**src/rtl/fifo_pkg.sv**
```systemverilog
// Shared types and constants for the fifo_mem read-side controller.
package fifo_pkg;

    localparam int unsigned DATA_W_DEF = 8;
    localparam int unsigned RD_LAT_MAX = 2;

    typedef enum logic [1:0] {
        IDLE  = 2'd0,
        DRAIN = 2'd1,
        BURST = 2'd2
    } rd_state_t;

endpackage

```
**src/rtl/fifo_rd_skid.sv**
```systemverilog
// In-order skid buffer holding popped FIFO words until downstream accepts them.
module fifo_rd_skid
    import fifo_pkg::*;
#(
    parameter int unsigned DEPTH = 2,
    parameter int unsigned W     = DATA_W_DEF
) (
    input  logic                         clk,
    input  logic                         rst,
    input  logic                         push,
    input  logic [W-1:0]                 push_data,
    input  logic                         pop,
    output logic                         head_valid,
    output logic [W-1:0]                 head_data,
    output logic [$clog2(DEPTH+1)-1:0]   count
);

    localparam int unsigned CW = $clog2(DEPTH + 1);
    localparam int unsigned PW = (DEPTH > 1) ? $clog2(DEPTH) : 1;

    logic [W-1:0]  mem [DEPTH];
    logic [PW-1:0] wr_ptr;
    logic [PW-1:0] rd_ptr;

    function automatic logic [PW-1:0] ptr_next(input logic [PW-1:0] p);
        return (p == PW'(DEPTH - 1)) ? '0 : PW'(p + 1'b1);
    endfunction

    always_ff @(posedge clk) begin
        if (rst) begin
            for (int i = 0; i < int'(DEPTH); i++) begin
                mem[i] <= '0;
            end
            wr_ptr <= '0;
            rd_ptr <= '0;
            count  <= '0;
        end else begin
            if (push) begin
                mem[wr_ptr] <= push_data;
                wr_ptr      <= ptr_next(wr_ptr);
            end
            if (pop) begin
                rd_ptr <= ptr_next(rd_ptr);
            end
            count <= count + CW'(push) - CW'(pop);
        end
    end

    assign head_valid = (count != '0);
    assign head_data  = mem[rd_ptr];

endmodule

```
**src/rtl/fifo_rd_ctrl.sv**
```systemverilog
// Read-side controller for fifo_mem: credit-limited reads, latency tracking, drain/burst FSM.
// Optional FIFO_RD_CNT_EN adds a 16-bit count of words delivered downstream.
module fifo_rd_ctrl
    import fifo_pkg::*;
#(
    parameter int unsigned DATA_W    = DATA_W_DEF,
    parameter int unsigned RD_LAT    = 1,
    parameter int unsigned BURST_LEN = 8
) (
    input  logic              clk,
    input  logic              rst,
    input  logic              enable,
    input  logic              thr_mode,
    output logic              fifo_rd,
    input  logic [DATA_W-1:0] fifo_data,
    input  logic              fifo_empty,
    input  logic              fifo_threshold,
    input  logic              fifo_underflow,
    output logic              m_valid,
    output logic [DATA_W-1:0] m_data,
    input  logic              m_ready,
    output logic              busy,
    output logic              err_underflow
`ifdef FIFO_RD_CNT_EN
    ,
    output logic [15:0]       rd_count
`endif
);

    localparam int unsigned SKID_DEPTH = RD_LAT + 1;
    localparam int unsigned CW         = $clog2(SKID_DEPTH + 1);
    localparam int unsigned AW         = CW + 1;

    if (BURST_LEN < 1 || BURST_LEN > 255 || RD_LAT < 1 || RD_LAT > RD_LAT_MAX) begin : g_bad_param
        $error("fifo_rd_ctrl: BURST_LEN must be 1..255 and RD_LAT 1..%0d", RD_LAT_MAX);
    end

    rd_state_t         state;
    rd_state_t         state_nxt;
    logic [7:0]        burst_cnt;
    logic [7:0]        burst_cnt_nxt;
    logic [RD_LAT-1:0] vld_sr;
    logic              rd_q;
    logic              err_q;
    logic [CW-1:0]     occ;
    logic [AW-1:0]     inflight;
    logic [AW-1:0]     credit_need;
    logic              credit_ok;
    logic              pop;
    logic              push;

    assign pop  = m_valid & m_ready;
    assign push = vld_sr[RD_LAT-1];

    // A word leaving this cycle frees its slot for a read issued this cycle.
    always_comb begin
        inflight = '0;
        for (int i = 0; i < int'(RD_LAT); i++) begin
            inflight = inflight + AW'(vld_sr[i]);
        end
        credit_need = AW'(occ) - AW'(pop) + inflight + AW'(1);
        credit_ok   = (credit_need <= AW'(SKID_DEPTH));
    end

    always_comb begin
        state_nxt     = state;
        burst_cnt_nxt = burst_cnt;
        fifo_rd       = 1'b0;
        case (state)
            IDLE: begin
                if (enable && !thr_mode && !fifo_empty) begin
                    state_nxt = DRAIN;
                end else if (enable && thr_mode && fifo_threshold) begin
                    state_nxt     = BURST;
                    burst_cnt_nxt = 8'(BURST_LEN);
                end
            end
            DRAIN: begin
                fifo_rd = enable & ~fifo_empty & credit_ok & ~rst;
                if (fifo_empty || !enable || thr_mode) begin
                    state_nxt = IDLE;
                end
            end
            BURST: begin
                fifo_rd = enable & ~fifo_empty & credit_ok & ~rst & (burst_cnt != 8'd0);
                if (fifo_rd) begin
                    burst_cnt_nxt = burst_cnt - 8'd1;
                end
                if (!enable || fifo_empty || (fifo_rd && burst_cnt == 8'd1)) begin
                    state_nxt = IDLE;
                end
            end
            default: state_nxt = IDLE;
        endcase
    end

    always_ff @(posedge clk) begin
        if (rst) begin
            state     <= IDLE;
            burst_cnt <= '0;
            vld_sr    <= '0;
            rd_q      <= 1'b0;
            err_q     <= 1'b0;
        end else begin
            state     <= state_nxt;
            burst_cnt <= burst_cnt_nxt;
            vld_sr[0] <= fifo_rd;
            for (int i = 1; i < int'(RD_LAT); i++) begin
                vld_sr[i] <= vld_sr[i-1];
            end
            rd_q  <= fifo_rd;
            err_q <= err_q | (fifo_underflow & rd_q);
        end
    end

    fifo_rd_skid #(
        .DEPTH (SKID_DEPTH),
        .W     (DATA_W)
    ) u_skid (
        .clk        (clk),
        .rst        (rst),
        .push       (push),
        .push_data  (fifo_data),
        .pop        (pop),
        .head_valid (m_valid),
        .head_data  (m_data),
        .count      (occ)
    );

    assign busy          = (state != IDLE) | (|vld_sr) | (occ != '0);
    assign err_underflow = err_q;

`ifdef FIFO_RD_CNT_EN
    always_ff @(posedge clk) begin
        if (rst) begin
            rd_count <= '0;
        end else if (pop) begin
            rd_count <= rd_count + 16'd1;
        end
    end
`endif

endmodule

```
**config.mk**
```make
export PLATFORM = sky130hd
export DESIGN_NAME = fifo_rd_ctrl
export DESIGN_NICKNAME = d
export VERILOG_FILES = /design/src/rtl/fifo_pkg.sv /design/src/rtl/fifo_rd_skid.sv /design/src/rtl/fifo_rd_ctrl.sv
export SDC_FILE = /design/constraint.sdc
export NUM_CORES = 1
export LEC_CHECK = 0
export ABC_AREA = 1
export CORE_UTILIZATION = 48
export CTS_CLUSTER_DIAMETER = 30
export DETAILED_ROUTE_END_ITERATION = 10
export MAX_ROUTING_LAYER = met4
export PLACE_DENSITY = 0.87
export SYNTH_ARGS = -nofsm -noshare
export SYNTH_HDL_FRONTEND = slang
export SYNTH_SLANG_ARGS = --single-unit
export TNS_END_PERCENT = 5
```
**constraint.sdc**
```tcl
create_clock -name clk -period 3 [get_ports clk]
set_clock_uncertainty 0.05 [all_clocks]
set_input_delay 0.9 -clock clk [delete_from_list [all_inputs] [get_ports clk]]
set_output_delay 0.9 -clock clk [all_outputs]
set_load 0.02 [all_outputs]
```
==> results.sh <==
export IMPL_status="finished, violations left"
export IMPL_violated_checks="negative setup slack"
export IMPL_cp_start_kind="primary input"
export IMPL_first_global_vias=1358
export IMPL_cts_clk_pin_slew_worst_paths_ps=100
export IMPL_totalWireLength_um=3281
export IMPL_drt_wirelength_per_cell_um=11.08
export IMPL_cpMostUsedCell="sky130_fd_sc_hd__nand2_2"
export IMPL_worst_skew_pair_late_latency_ps=320
export IMPL_crit_path_setup_slack_layout_ps=-168.7
export IMPL_placement_setup_worst_slack_ps=-1091
export IMPL_post_cts_hold_buffer_count=0
export IMPL_synth_seq_area_share=0.4703
export IMPL_path_buf_inv=3
export IMPL_arrival_time_of_the_worst_setup_path_ps=2220
export IMPL_finalCoreUtilization=0.6864
export IMPL_h_tree_depth=2
export IMPL_critical_path_slowest_cell="sky130_fd_sc_hd__fa_2"
export IMPL_dp_cells=286
export IMPL_final_max_slew_viol_count=0
export IMPL_layout_commonest_cell="sky130_fd_sc_hd__nor2_1"
export IMPL_fin_worst_hold_slack_ps=424.3
export IMPL_die_h_um=62.30
export IMPL_cp_cell_sequence="buf_8 -> nand2_8 -> inv_4 -> fa_2 -> ha_4 -> nand3_2 -> nand2_2 -> nand2_2 -> nor3b_4 -> buf_6"
export IMPL_ys_seq_elements=33
export IMPL_layout_cells_most_common_list="sky130_fd_sc_hd__nor2_1 (34), sky130_fd_sc_hd__nand2_1 (29), sky130_fd_sc_hd__inv_1 (26)"
export IMPL_post_route_min_period_ps=3169
export IMPL_synth_area_um2=1745
export IMPL_worst_slew_pin_transition_ps=374.7
export IMPL_timing_max_cap_violations=0
export IMPL_drt_antenna_violating_nets=0
export IMPL_antenna_found_initial=0
export IMPL_data_required_time_at_the_worst_endpoint_ps=2050
export IMPL_cts_root_buffer_cell="sky130_fd_sc_hd__clkbuf_4"
export IMPL_syn_instance_count=202
export IMPL_cpPeakStageDelay_ps=360
export IMPL_drc_errors=0
export IMPL_setup_repair_after_global_routing_missed_its_margin="yes"
export IMPL_maximum_net_fanout_on_the_critical_path=2
export IMPL_synth_warning_count=0
export IMPL_design_die_area_um2=3881
export IMPL_vdd_ir_drop_worst_uv=451.3
export IMPL_layout_drive_gt1_share=0.2040
export IMPL_grt_start_max_net_pins=12
export IMPL_clock_sinks=33
export IMPL_dp_hpwl_um=2493
export IMPL_p_leak_nw=1.059
export IMPL_ant_cells=0
export IMPL_dr_pass1_iters=6
export IMPL_globalplace_congestion=0.8870
export IMPL_slew_limit_headroom=0.7483
export IMPL_hold_path_class="reg -> reg"
export IMPL_final_global_route_overflow_total=0
export IMPL_worstSetupPathType="in -> out"
export IMPL_io_pins=28
export IMPL_routed_via_density=4.851
export IMPL_die_w_um=62.30
export IMPL_timing_fmax_mhz=315.6
export IMPL_worstSetupEndpointType="primary output"
export IMPL_syn_to_final_growth_pct=34.34
export IMPL_design_area_um2=2345
export IMPL_vias=1436
export IMPL_largest_buffer_count_on_any_clock_path=2
export IMPL_floorplan_rows=21
export IMPL_grt_first_pass_wirelength_um=5623
export IMPL_groute_usage_overall=0.1878
export IMPL_core_area_um2=3416
export IMPL_syn_avg_cell_area_um2=8.641
export IMPL_drt_first_iter_violations=49
export IMPL_detailed_place_area_um2=2216
export IMPL_pwr_density_cell_nw_per_um2=519.4
export IMPL_synth_net_count=229
export IMPL_numCtsBuffers=5
export IMPL_io_buffers=27
export IMPL_cp_top_family="adder cells"
export IMPL_report_final_setup_viol=1
export IMPL_final_net_count=276
export IMPL_synth_cell_types=27
export IMPL_final_hold_viol_count=0
export IMPL_tritoncts="yes"
export IMPL_initial_utilization=0.5110
export IMPL_fill_cell_count=269
export IMPL_layout_worst_path_cycle_share=1.056
export IMPL_final_instance_count_excl_fill=296
==> state kept, by name (all words and copies together) (netlist names), named ones only <==
register and flops:
u_skid.mem 16, burst_cnt 8, state 2, u_skid.count 2, err_underflow 1, rd_q 1
u_skid.rd_ptr 1, u_skid.wr_ptr 1
==> synth_stat cells, drive strengths merged <==
library cell / instances / share of area
clkbuf: 2 / 0.0043
xnor2: 1 / 0.0050
inv: 29 / 0.062
mux2: 8 / 0.052
nand3: 14 / 0.040
nand2: 34 / 0.076
o21ai: 6 / 0.026
a21oi: 13 / 0.037
nor2: 38 / 0.092
edfxtp: 16 / 0.28
nor3: 1 / 0.0029
dfxtp: 17 / 0.19
xor2: 5 / 0.025
or2: 1 / 0.0036
o21a: 1 / 0.0043
nand4: 1 / 0.0036
ha: 10 / 0.072
fa: 1 / 0.011
nor3b: 2 / 0.0086
clkinv: 2 / 0.0043
==> power by group <==
group | leakage, nW | total, mW | switching (mW) | internal, mW
Combinational | 0.701 | 0.312 | 0.159 | 0.153
Sequential | 0.303 | 0.510 | 0.0173 | 0.493
Clock | 0.0552 | 0.396 | 0.138 | 0.258
Total | 1.06 | 1.22 | 0.314 | 0.904
==> stage by stage <==
step                      setup TNS, ps  power [mW]
final                            -168.7       1.218
after global routing             -228.6       1.277
after CTS                        -210.1       1.224
after detailed placement          -3256      0.8203
after global placement            -2834      0.8109
after floorplan                  -45.09      0.7070
==> worst register-to-register path, stage by stage, from the launching register on <==
cell	delay (ps)
sky130_fd_sc_hd__dfxtp_1	330
sky130_fd_sc_hd__nor2_2	130
sky130_fd_sc_hd__inv_2	80
sky130_fd_sc_hd__nand2_8	70
sky130_fd_sc_hd__inv_4	30
sky130_fd_sc_hd__fa_2	360
sky130_fd_sc_hd__buf_4	150
sky130_fd_sc_hd__inv_1	40
sky130_fd_sc_hd__ha_1	130
sky130_fd_sc_hd__inv_1	50
sky130_fd_sc_hd__nand3_2	60
sky130_fd_sc_hd__nand2_2	60
sky130_fd_sc_hd__nand2_2	80
sky130_fd_sc_hd__buf_4	130
sky130_fd_sc_hd__nor2_4	30
sky130_fd_sc_hd__buf_4	130
sky130_fd_sc_hd__o21ai_4	240
sky130_fd_sc_hd__nand2_1	100
sky130_fd_sc_hd__a21oi_1	150
==> logic make-up (layout without fill, tap and decap cells) <==
group                      after synthesis  after routing  synth area share
AOI/OAI and AO/OA                       20             20           0.06738
xor gates and xnor gates                 6              6           0.03011
adders and majority gates               11             11           0.08315
buffers and inverters                   33             81           0.07097
DFF                                     33             33            0.4703
muxes                                    8              8           0.05161
and+or+nand+nor                         91             91            0.2265
==> worst paths after layout <==
| check | from | to | slack, ps | cells past startpoint |
|---|---|---|---|---|
| max | m_ready | fifo_rd | -170 | 10 |
| max reg2reg | u_skid.count[0] | burst_cnt[2] | 540 | 18 |
| min | u_skid.rd_ptr | flip-flop | 420 | 1 |
| min reg2reg | u_skid.rd_ptr | flip-flop | 420 | 1 |
==> layer usage <==
layer	wire [um]	track usage	part of all wire	up-vias
li1	-	-	-	742
met1	1416	0.2049	0.43	660
met2	1726	0.3462	0.53	32
met3	128	0.04596	0.039	2
met4	10	0.03488	0.0030	0
met5	0	-	0	-
==> area by class of cell <==
type | instances | area [um^2] | area share
inverter | 31 | 118.9 | 0.05069
tap | 46 | 57.56 | 0.02455
clock inverter | 3 | 65.06 | 0.02775
multi-input combinational | 136 | 855.8 | 0.3650
sequential | 33 | 820.8 | 0.3501
clock buffer | 5 | 37.54 | 0.01601
timing repair buffer | 42 | 389.1 | 0.1660
==> what timing repair did <==
| item | in CTS | in global routing |
|---|---|---|
| setup endpoints to repair | 1 | 1 |
| setup buffers | 2 | 0 |
| pin swaps | 4 | 5 |
| resized for setup | 14 | 2 |
(Power assumes the default switching activity.)
